### src/rtl/ab_gen_pkg.sv
// ab_pkg: shared definitions for the address-bus generator.
//   - base select codes (op[3:2]) and offset select codes (op[1:0])
//   - FSM state type for the page-cross fixup sequencer
package ab_pkg;

  // Base select, op[3:2]
  localparam logic [1:0] AB_BASE_ZERO = 2'b00;
  localparam logic [1:0] AB_BASE_DB   = 2'b01;
  localparam logic [1:0] AB_BASE_HOLD = 2'b10;
  localparam logic [1:0] AB_BASE_PC   = 2'b11;

  // Offset select, op[1:0]; 01 behaves like 00 (no offset)
  localparam logic [1:0] AB_OFF_NONE  = 2'b00;
  localparam logic [1:0] AB_OFF_AB    = 2'b10;
  localparam logic [1:0] AB_OFF_REG   = 2'b11;

  typedef enum logic {
    AB_IDLE  = 1'b0,
    AB_FIXUP = 1'b1
  } ab_state_t;

endpackage

### src/rtl/ab_gen_if.sv
// ab_gen_if: bundle between the microcode decoder and the address generator.
//   master: decoder side (drives rdy, DB, REG, op, CI, fix_en, loads)
//   slave : ab_gen side (drives AD, AB, HOLD, PC, CO, pc_co, fixup)
interface ab_gen_if #(
  parameter int W = 16
);
  logic           rdy;
  logic [7:0]     DB;
  logic [7:0]     REG;
  logic [3:0]     op;
  logic           CI;
  logic           fix_en;
  logic [W/8-1:0] ld_hold;
  logic           ld_pc;
  logic           inc_pc;
  logic [W-1:0]   AD;
  logic [W-1:0]   AB;
  logic [W-1:0]   HOLD;
  logic [W-1:0]   PC;
  logic           CO;
  logic           pc_co;
  logic           fixup;

  modport master (
    output rdy, DB, REG, op, CI, fix_en, ld_hold, ld_pc, inc_pc,
    input  AD, AB, HOLD, PC, CO, pc_co, fixup
  );

  modport slave (
    input  rdy, DB, REG, op, CI, fix_en, ld_hold, ld_pc, inc_pc,
    output AD, AB, HOLD, PC, CO, pc_co, fixup
  );
endinterface

### src/rtl/ab_gen_add.sv
// ab_add: W-bit adder with the carry chain split at bit PAGE.
//   base, offset, ci : operands and carry-in
//   sum              : full W+1 bit result (sum[W] is the carry out)
//   page_co          : carry out of bit PAGE-1
//   sum_nc           : result whose upper part (bits W-1:PAGE) ignores page_co
module ab_add #(
  parameter int W    = 16,
  parameter int PAGE = 8
) (
  input  logic [W-1:0] base,
  input  logic [W-1:0] offset,
  input  logic         ci,
  output logic [W:0]   sum,
  output logic         page_co,
  output logic [W-1:0] sum_nc
);

  localparam logic [W-1:0] LO_MASK = (PAGE >= W) ? {W{1'b1}}
                                                 : ((W'(1) << PAGE) - W'(1));

  logic [PAGE:0] lo_s;

  // Full sum plus a separate low-page sum so the upper part can be formed without its carry
  always_comb begin
    sum     = {1'b0, base} + {1'b0, offset} + {{W{1'b0}}, ci};
    lo_s    = {1'b0, base[PAGE-1:0]} + {1'b0, offset[PAGE-1:0]} + {{PAGE{1'b0}}, ci};
    page_co = lo_s[PAGE];
    sum_nc  = ((base & ~LO_MASK) + (offset & ~LO_MASK)) | W'(lo_s[PAGE-1:0]);
  end

endmodule

### src/rtl/ab_gen.sv
// ab_gen: address-bus generator for the microcoded 65C02 core.
//   clk, rst_n : clock and asynchronous active-low reset
//   bus        : ab_gen_if slave port (decoder inputs, address outputs)
// AD is the combinational next address, AB its registered copy. An indexed
// access (offset REG, fix_en) that carries across the page boundary emits the
// wrong-page address first, then a FIXUP cycle with the corrected upper part.
// rdy low freezes every register and parks AD on AB.
module ab_gen
  import ab_pkg::*;
#(
  parameter int W    = 16,
  parameter int PAGE = 8
) (
  input  logic clk,
  input  logic rst_n,
  ab_gen_if.slave bus
);

  localparam logic [W-1:0] LO_MASK = (PAGE >= W) ? {W{1'b1}}
                                                 : ((W'(1) << PAGE) - W'(1));

  ab_state_t    state_r, state_nxt_s;
  logic [W-1:0] ab_r, pc_r, hold_r, fix_hi_r;
  logic         fix_co_r;
  logic [W-1:0] base_s, off_s, ad_s, sum_nc_s;
  logic [W:0]   sum_s, pc_inc_s;
  logic         page_co_s, co_s, cross_s;

  // Base operand select
  always_comb begin
    base_s = '0;
    case (bus.op[3:2])
      AB_BASE_ZERO: base_s = '0;
      AB_BASE_DB:   base_s = W'(bus.DB);
      AB_BASE_HOLD: base_s = hold_r;
      AB_BASE_PC:   base_s = pc_r;
      default:      base_s = '0;
    endcase
  end

  // Offset operand select
  always_comb begin
    off_s = '0;
    case (bus.op[1:0])
      AB_OFF_AB:  off_s = ab_r;
      AB_OFF_REG: off_s = W'(bus.REG);
      default:    off_s = '0;
    endcase
  end

  ab_add #(.W(W), .PAGE(PAGE)) u_add (
    .base    (base_s),
    .offset  (off_s),
    .ci      (bus.CI),
    .sum     (sum_s),
    .page_co (page_co_s),
    .sum_nc  (sum_nc_s)
  );

  // Next state, next address and adder carry
  always_comb begin
    state_nxt_s = state_r;
    ad_s        = sum_s[W-1:0];
    co_s        = sum_s[W];
    cross_s     = 1'b0;
    if (!bus.rdy) begin
      ad_s = ab_r;
      co_s = 1'b0;
    end else begin
      case (state_r)
        AB_IDLE: begin
          if ((PAGE < W) && bus.fix_en && (bus.op[1:0] == AB_OFF_REG) && page_co_s) begin
            // Emit the wrong-page address now; the carry is applied next cycle
            cross_s     = 1'b1;
            ad_s        = sum_nc_s;
            co_s        = 1'b0;
            state_nxt_s = AB_FIXUP;
          end else begin
            ad_s = sum_s[W-1:0];
            co_s = sum_s[W];
          end
        end
        AB_FIXUP: begin
          ad_s        = (fix_hi_r & ~LO_MASK) | (ab_r & LO_MASK);
          co_s        = fix_co_r;
          state_nxt_s = AB_IDLE;
        end
        default: begin
          state_nxt_s = AB_IDLE;
        end
      endcase
    end
  end

  assign pc_inc_s = {1'b0, ab_r} + {{W{1'b0}}, bus.inc_pc};

  // State, address bus, fixup latch, hold and program counter registers
  always_ff @(posedge clk or negedge rst_n) begin
    if (!rst_n) begin
      state_r  <= AB_IDLE;
      ab_r     <= '0;
      pc_r     <= '0;
      hold_r   <= '0;
      fix_hi_r <= '0;
      fix_co_r <= 1'b0;
    end else if (bus.rdy) begin
      state_r <= state_nxt_s;
      ab_r    <= ad_s;
      if (cross_s) begin
        fix_hi_r <= sum_s[W-1:0] & ~LO_MASK;
        fix_co_r <= sum_s[W];
      end
      // Loads are suppressed during the fixup cycle
      if (state_r == AB_IDLE) begin
        for (int k = 0; k < W/8; k++) begin
          if (bus.ld_hold[k]) hold_r[8*k +: 8] <= bus.DB;
        end
        if (bus.ld_pc) pc_r <= pc_inc_s[W-1:0];
      end
    end
  end

  assign bus.AD    = ad_s;
  assign bus.CO    = co_s;
  assign bus.AB    = ab_r;
  assign bus.PC    = pc_r;
  assign bus.HOLD  = hold_r;
  assign bus.pc_co = pc_inc_s[W];
  assign bus.fixup = (state_r == AB_FIXUP);

endmodule
### src/flat_wrapper.sv
// flat-port wrapper written by rule: the top's interface ports become plain ports
module ab_gen_flat import ab_pkg::*;
#(
  parameter int W    = 16,
  parameter int PAGE = 8
)
  (clk, rst_n, bus_rdy, bus_DB, bus_REG, bus_op, bus_CI, bus_fix_en, bus_ld_hold, bus_ld_pc, bus_inc_pc, bus_AD, bus_AB, bus_HOLD, bus_PC, bus_CO, bus_pc_co, bus_fixup);
  ab_gen_if #(.W(W)) bus_i ();
  input  logic clk;
  input  logic rst_n;
  input wire logic [$bits(bus_i.rdy)-1:0] bus_rdy;
  input wire logic [$bits(bus_i.DB)-1:0] bus_DB;
  input wire logic [$bits(bus_i.REG)-1:0] bus_REG;
  input wire logic [$bits(bus_i.op)-1:0] bus_op;
  input wire logic [$bits(bus_i.CI)-1:0] bus_CI;
  input wire logic [$bits(bus_i.fix_en)-1:0] bus_fix_en;
  input wire logic [$bits(bus_i.ld_hold)-1:0] bus_ld_hold;
  input wire logic [$bits(bus_i.ld_pc)-1:0] bus_ld_pc;
  input wire logic [$bits(bus_i.inc_pc)-1:0] bus_inc_pc;
  output wire logic [$bits(bus_i.AD)-1:0] bus_AD;
  output wire logic [$bits(bus_i.AB)-1:0] bus_AB;
  output wire logic [$bits(bus_i.HOLD)-1:0] bus_HOLD;
  output wire logic [$bits(bus_i.PC)-1:0] bus_PC;
  output wire logic [$bits(bus_i.CO)-1:0] bus_CO;
  output wire logic [$bits(bus_i.pc_co)-1:0] bus_pc_co;
  output wire logic [$bits(bus_i.fixup)-1:0] bus_fixup;
  assign bus_i.rdy = bus_rdy;
  assign bus_i.DB = bus_DB;
  assign bus_i.REG = bus_REG;
  assign bus_i.op = bus_op;
  assign bus_i.CI = bus_CI;
  assign bus_i.fix_en = bus_fix_en;
  assign bus_i.ld_hold = bus_ld_hold;
  assign bus_i.ld_pc = bus_ld_pc;
  assign bus_i.inc_pc = bus_inc_pc;
  assign bus_AD = bus_i.AD;
  assign bus_AB = bus_i.AB;
  assign bus_HOLD = bus_i.HOLD;
  assign bus_PC = bus_i.PC;
  assign bus_CO = bus_i.CO;
  assign bus_pc_co = bus_i.pc_co;
  assign bus_fixup = bus_i.fixup;
  ab_gen #(.W(W), .PAGE(PAGE)) u_core (.clk(clk), .rst_n(rst_n), .bus(bus_i));
endmodule
### config.mk
export PLATFORM = sky130hd
export DESIGN_NAME = ab_gen_flat
export DESIGN_NICKNAME = d
export VERILOG_FILES = /design/src/rtl/ab_gen_pkg.sv /design/src/rtl/ab_gen_if.sv /design/src/rtl/ab_gen_add.sv /design/src/rtl/ab_gen.sv /design/src/flat_wrapper.sv
export SDC_FILE = /design/constraint.sdc
export NUM_CORES = 1
export LEC_CHECK = 0
export BUFFER_PORTS_ARGS = -buffer_cell sky130_fd_sc_hd__buf_2
export CAP_MARGIN = 10
export CELL_PAD_IN_SITES_DETAIL_PLACEMENT = 1
export CELL_PAD_IN_SITES_GLOBAL_PLACEMENT = 1
export CORE_ASPECT_RATIO = 0.5
export CORE_UTILIZATION = 30
export DETAILED_ROUTE_END_ITERATION = 16
export PLACE_DENSITY = 0.65
export REMOVE_ABC_BUFFERS = 1
export SETUP_SLACK_MARGIN = 0.15
export SLEW_MARGIN = 10
export SYNTH_ARGS = -nofsm -noshare
export SYNTH_HDL_FRONTEND = slang
export SYNTH_SLANG_ARGS = --single-unit
### constraint.sdc
create_clock -name clk -period 3.6 [get_ports clk]
set_clock_uncertainty 0.2 [all_clocks]
set_input_delay 0 -clock clk [delete_from_list [all_inputs] [get_ports clk]]
set_output_delay 0 -clock clk [all_outputs]
set_load 0.005 [all_outputs]
After elaboration in Yosys (flattened, before gate mapping)

Cells that the tools add are included.

Bits in registers: 58
Bits in latches: 0
Memory bits (writable): 0
Bits in read-only memories: 0
Output and inout bits: 67
Memories kept: 0

Add/sub/neg operators: 6
Multipliers: 0
Div/mod/pow operators: 0
Magnitude comparators: 0
Equality and inequality tests: 5
Shifts and indexed selects: 0
Mux-type cells: 12
Bitwise gates (word level): 3
Reductions and logical operators: 7

Operators with widths:

| cell                                           | number |
|---|---|
| one-hot mux 16 bit (2 select lines)            | 2 |
| one-hot mux 16 bit (4 select lines)            | 1 |
| 2-to-1 mux 16 bit                              | 2 |
| bitwise OR 16 x 8 -> 16 bit                    | 2 |
| adder 16 x 1 -> 17 bit                         | 1 |
| adder 16 x 16 -> 17 bit                        | 1 |
| adder 17 x 1 -> 17 bit                         | 1 |
| adder 16 bit                                   | 1 |
| adder 8 x 8 -> 9 bit                           | 1 |
| adder 9 x 1 -> 9 bit                           | 1 |
| AND reduction 3 bit                            | 3 |
| == test 2 bit (second input constant)          | 4 |
| 2-to-1 mux 1 bit                               | 5 |
| one-hot mux 1 bit (2 select lines)             | 2 |
| == test 2 x 1 -> 1 bit (second input constant) | 1 |
| logical AND 1 bit                              | 2 |
| zero test 2 bit                                | 1 |
| AND reduction 2 bit                            | 1 |
| inverter 1 bit                                 | 1 |

Longest topological paths before layout

Word-level depth: 9
Mapped depth: 14
Mapped depth without buffers: 12

Cells and area by module

Synthesis repeated with hierarchy kept, for this count alone.

Cell total of the unflattened synthesis: 468
Area, all modules: 4327.9 um^2

Modules (own cells, without submodules):

| module | instances | cells an instance | area an instance (um^2) |
|---|---|---|---|
| ab_gen | 1         | 342               | 3415.8 |
| ab_add | 1         | 126               | 912.1 |

Least setup slack after synthesis

Ideal clock, no wire load.

Path kind: reg2reg
From: register u_core.pc_r[0], in the netlist u_core.bus.PC[0]
To: register u_core.ab_r[13], in the netlist u_core.bus.AB[13]
Library setup time: 0.126 ns
Arrival: 3.009 ns
Data required time: 3.274 ns
Path slack: 0.265 ns
Cell stages (with the launch flop): 12
Buffers on the path: 1
Cells stage by stage: dfrtp_1 -> mux2_2 -> a22o_1 -> fa_1 -> fa_1 -> a211oi_2 -> o211ai_2 -> and2_1 -> buf_6 -> o31a_1 -> mux2i_1 -> a221o_1

Longest elaborated chain between the ends: 7
Elaborated cells on any way between the ends: 9
Classes of those cells: 4 x add/sub; 4 x mux; 1 x reduce/logical

RTL lines:

| element                                                         | line          | source |
|---|---|---|
| start: declaration                                              | ab_gen.sv:23  | `logic [W-1:0] ab_r, pc_r, hold_r, fix_hi_r;` |
| start signal: assignment                                        | ab_gen.sv:118 | `if (bus.ld_pc) pc_r <= pc_inc_s[W-1:0];` |
| one-hot mux 16 bit (4 select lines) (*)                         | ab_gen.sv:32  | `case (bus.op[3:2])` |
| branches (longest 3 deep; another with adder 16 x 16 -> 17 bit) | --            |  |
| 2-to-1 mux 16 bit (*)                                           | ab_gen.sv:72  | `if ((PAGE < W) && bus.fix_en && (bus.op[1:0] == AB_OFF_REG) && page_co_s) begin` |
| one-hot mux 16 bit (2 select lines) (*)                         | ab_gen.sv:70  | `case (state_r)` |
| 2-to-1 mux 16 bit (*)                                           | ab_gen.sv:66  | `if (!bus.rdy) begin` |
| end signal: assignment                                          | ab_gen.sv:108 | `ab_r <= ad_s;` |
| end: declaration                                                | ab_gen.sv:23  |  |

Mark *: on every way between the ends.
A chain may end at the register's enable or synchronous reset.

Worst setup path in the final report

From: register u_core.pc_r[0], in the netlist u_core.bus.PC[0]
To: output port bus_AD[14]

Longest elaborated chain between the ends: 7
Elaborated cells on any way between the ends: 9
Classes of those cells: 4 x add/sub; 4 x mux; 1 x reduce/logical

RTL lines:

| element                                                         | line               | source |
|---|---|---|
| one-hot mux 16 bit (4 select lines) (*)                         | ab_gen.sv:32       |  |
| branches (longest 3 deep; another with adder 16 x 16 -> 17 bit) | --                 |  |
| 2-to-1 mux 16 bit (*)                                           | ab_gen.sv:72       |  |
| one-hot mux 16 bit (2 select lines) (*)                         | ab_gen.sv:70       |  |
| 2-to-1 mux 16 bit (*)                                           | ab_gen.sv:66       |  |
| end: declaration                                                | flat_wrapper.sv:20 | `output wire logic [$bits(bus_i.AD)-1:0] bus_AD;` |

Marks and branches as above.

==> key figures <==
Status
  • Status: finished, violations left
  • Failing checks: DRC, setup timing

Detailed routing
  • Drt drc: 8
  • Drt pass-1 iters: 10
  • Drt wl/cell: 18.3 microns
  • Final ANT Viol Nets: 0
  • Starting DRT DRC Count: 192
  • Drt total wl: roughly 13000 microns
  • Number of vias per cell: 5.09
  • DR vias: ~3600

STA
  • Fmax achieved: roughly 0.27 GHz
  • Worst Slack Setup Final: -0.0519 ns
  • Hold_ws: 0.0825 ns
  • RSZ-0062 raised after global routing: true
  • Setup_tns: -0.0539 ns
  • Final min period: between 3 and 4 ns
  • Final setup viols: 2
  • Max_slew headroom: 0.404
  • Worst-Margin Slew: 0.894 ns
  • Fin. max-slew vios: 0
  • Part of the cycle the worst path needs: 1.01
  • Hold Vio Cnt, Final: 0

Finish
  • Area Growth Syn to Fin: 30.0%
  • Filler cells: around 1500
  • Multi-input gate area: 2490 sq um
  • Most common cell after layout, fill and taps aside: buf_2
  • Final core occ: 0.406
  • Ant diodes: 0
  • Finished Cell Area: roughly 5200 sq um
  • FF/Latch Area: around 1500 sq um
  • Final nets: 590
  • Most frequent cells in the layout: buf_2 (95), nand2_1 (64), dfrtp_1 (58)
  • Share of layout cells above drive strength 1: 0.325

Setup path
  • CP peak stage delay: 0.37 ns
  • Cell repeated most along the worst path: fa_2
  • Critical path class: flip-flop to output port
  • Crit. End Element: output port
  • CP max FO: 4
  • Largest delay share family, worst path: compound AO/OA/AOI/OAI gates
  • WP buf/inv: 2
  • Critical-path cell list: mux2_2 > a22o_1 > fa_2 > fa_2 > a211oi_4 > o211ai_2 > and4_4 > buf_4 > a41oi_2 > xnor2_2 > a221o_1 > buf_2
  • Required @ worst endpoint: 3.40 ns
  • Worst Setup Start Kind: flip-flop
  • Worst Path Arrival: ~3.5 ns
  • CP max-delay cell: dfrtp_1

Synth
  • Synthesized flop and latch total: 58
  • Post-Syn Area per Cell: 9.46 sq um
  • Synth area leader: dfrtp_1
  • Synth async-reset ratio: 1.00
  • Netlist cell types: 48
  • Post-synthesis instance area: roughly 4000 sq um
  • Part of the Yosys area used for sequential elements: 0.361
  • Synth area leaders: dfrtp_1 (36%), mux2_2 (7.8%), nand2_1 (6.0%)
  • Post-synth EDFFs: 0
  • Synth Flop Type: dfrtp_1
  • Synth warnings: 0
  • Top cell type's share of synthesized area: 0.361
  • Cells after Synth: 425

Floorplan
  • Horiz. Die Dim: ~170 microns
  • Initial core utilization: 0.312
  • Core Area: between 10000 and 15000 sq um
  • Die Height: 83.9 microns
  • I/O pin count: 96
  • DIE AREA: around 14000 sq um
  • Cell Rows: 29

Clocking
  • # H-tree levels: 3
  • CTS Sinks: 58
  • Clk root buf: clkbuf_16
  • Clock Tree Buf Depth: 2
  • Clock transition at path regs: 0.06 ns
  • Skew-Pair Late Insertion Delay: 0.33 ns
  • CTS tree: built
  • CTS buffer count: 9

Worst hold path
  • Worst Hold Class: input pin to flip-flop

GRT
  • First-pass GRT wire length: about 21000 microns
  • Remaining global-route overflow: 0
  • Antenna violations before repair: 0
  • Vias in the first global route: ~3800
  • Largest net degree at the start of global routing: 37
  • Gr usage total: 0.196

Placed design
  • GPL Wtd Cong: 0.794
  • IO Port Bufs: 95
  • Dpl cell area: 4710 sq um
  • DP Wirelength: 9690 microns

Power and ir drop
  • Share of total power in combinational logic: 0.336
  • P per Cell Area: between 500 and 600 nW/um^2
  • Switching Fraction: 0.345
  • LEAKAGE: 2.51 nW
  • P_int: approximately 0.0018 W
  • Peak supply drop: ~170 uV
  • Sw power: 0.000958 W
  • Share of total power in the clock network: 0.314
  • Flop pwr share: 0.350
  • Total Power: 0.00277 W

Job
  • Number of max-cap violations: 0
==> synthesized netlist by cell type, drive strengths merged, types with 10 or more instances <==
cell and n:
xor2 18, dfrtp 58, mux2i 18, nor2 11
xnor2 14, ha 17, o21ai 43, a221o 10
nand2 64, clkbuf 13, nor2b 19, a21oi 17
mux2 28
==> sequential cells by signal (all words and copies together), names as in the netlist <==
name	count
u_core.fix_co_r	1
u_core.bus.PC	16
u_core.bus.fixup	1
u_core.bus.AB	16
u_core.fix_hi_r	8
u_core.bus.HOLD	16
==> repair_timing <==
action | 4_1_cts | 5_1_grt
buffers inserted | 3 | 2
setup endpoints to repair | 12 | 10
endpoints found under the hold margin | 55 | 0
pin swaps | 9 | 2
gates resized for setup | 8 | 8
hold buffers | 12 | 0
==> worst paths after layout <==
path / from / endpoint / slack [ns] / depth (start not counted)
max: u_core.bus.PC[0] / bus_AD[14] / -0.05 / 12
min reg2reg: u_core.fix_hi_r[14] / u_core.fix_hi_r[14] / 0.28 / 2
min: bus_ld_hold[1] / u_core.bus.HOLD[8] / 0.08 / 3
max in group asynchronous: rst_n / u_core.bus.PC[7] / 2.19 / 3
max reg2reg: u_core.bus.PC[0] / u_core.bus.AB[14] / 0.28 / 11
min in group asynchronous: rst_n / u_core.fix_hi_r[11] / 0.14 / 2
==> stage by stage <==
| stage | cells | setup slack [ns] |
|---|---|---|
| 2_1_floorplan | 403 | 0.288 |
| 4_1_cts | 712 | -0.0450 |
| 6_report | 714 | -0.0519 |
| 5_1_grt | 714 | -0.196 |
| 3_3_place_gp | 683 | 0.117 |
| 3_5_place_dp | 683 | 0.0862 |
==> worst reg2reg max path, stage by stage (launching register included) <==
cell	delay, ns
dfrtp_1	0.37
mux2_2	0.26
a22o_1	0.24
fa_2	0.35
fa_2	0.37
a211oi_4	0.24
o211ai_2	0.16
and4_4	0.26
buf_4	0.14
a41oi_2	0.19
xnor2_2	0.11
a221o_1	0.32
==> cell families (layout without fill, tap and decap cells) <==
group	count (synthesis)	after routing	share of synthesized area
compound gates	107	107	0.181
xor+xnor	32	32	0.0697
fa+ha+maj	20	20	0.0678
buf+inv	30	149	0.0352
flops	58	58	0.361
mux	46	46	0.123
simple gates	132	132	0.162
==> power by group through the flow <==
stage,clock [W],sequential [W],combinational (W)
after floorplan,0,0.000948,0.000499
after global placement,0,0.000983,0.000873
after detailed placement,0,0.000985,0.000892
after CTS,0.000886,0.000974,0.000923
after global routing,0.000912,0.000999,0.00104
final,0.000871,0.000972,0.000930
==> layout make-up <==
class | instances | share of cell area
repair buffers | 127 | 0.143
clock inverters | 3 | 0.00766
inverters | 8 | 0.00574
well taps | 170 | 0.0407
clock buffers | 11 | 0.0483
flip-flops and latches | 58 | 0.278
multi-input cells | 337 | 0.477
==> per-layer routing <==
layer | vias to the layer above | GRT usage | routed length, microns
met1 | 1821 | 0.265 | 6400
met3 | 5 | 0.0379 | 414
met5 | - | 0 | 0
met4 | 0 | 0.0408 | 78
li1 | 1753 | - | -
met2 | 58 | 0.324 | 6200
(Power assumes the default switching activity.)
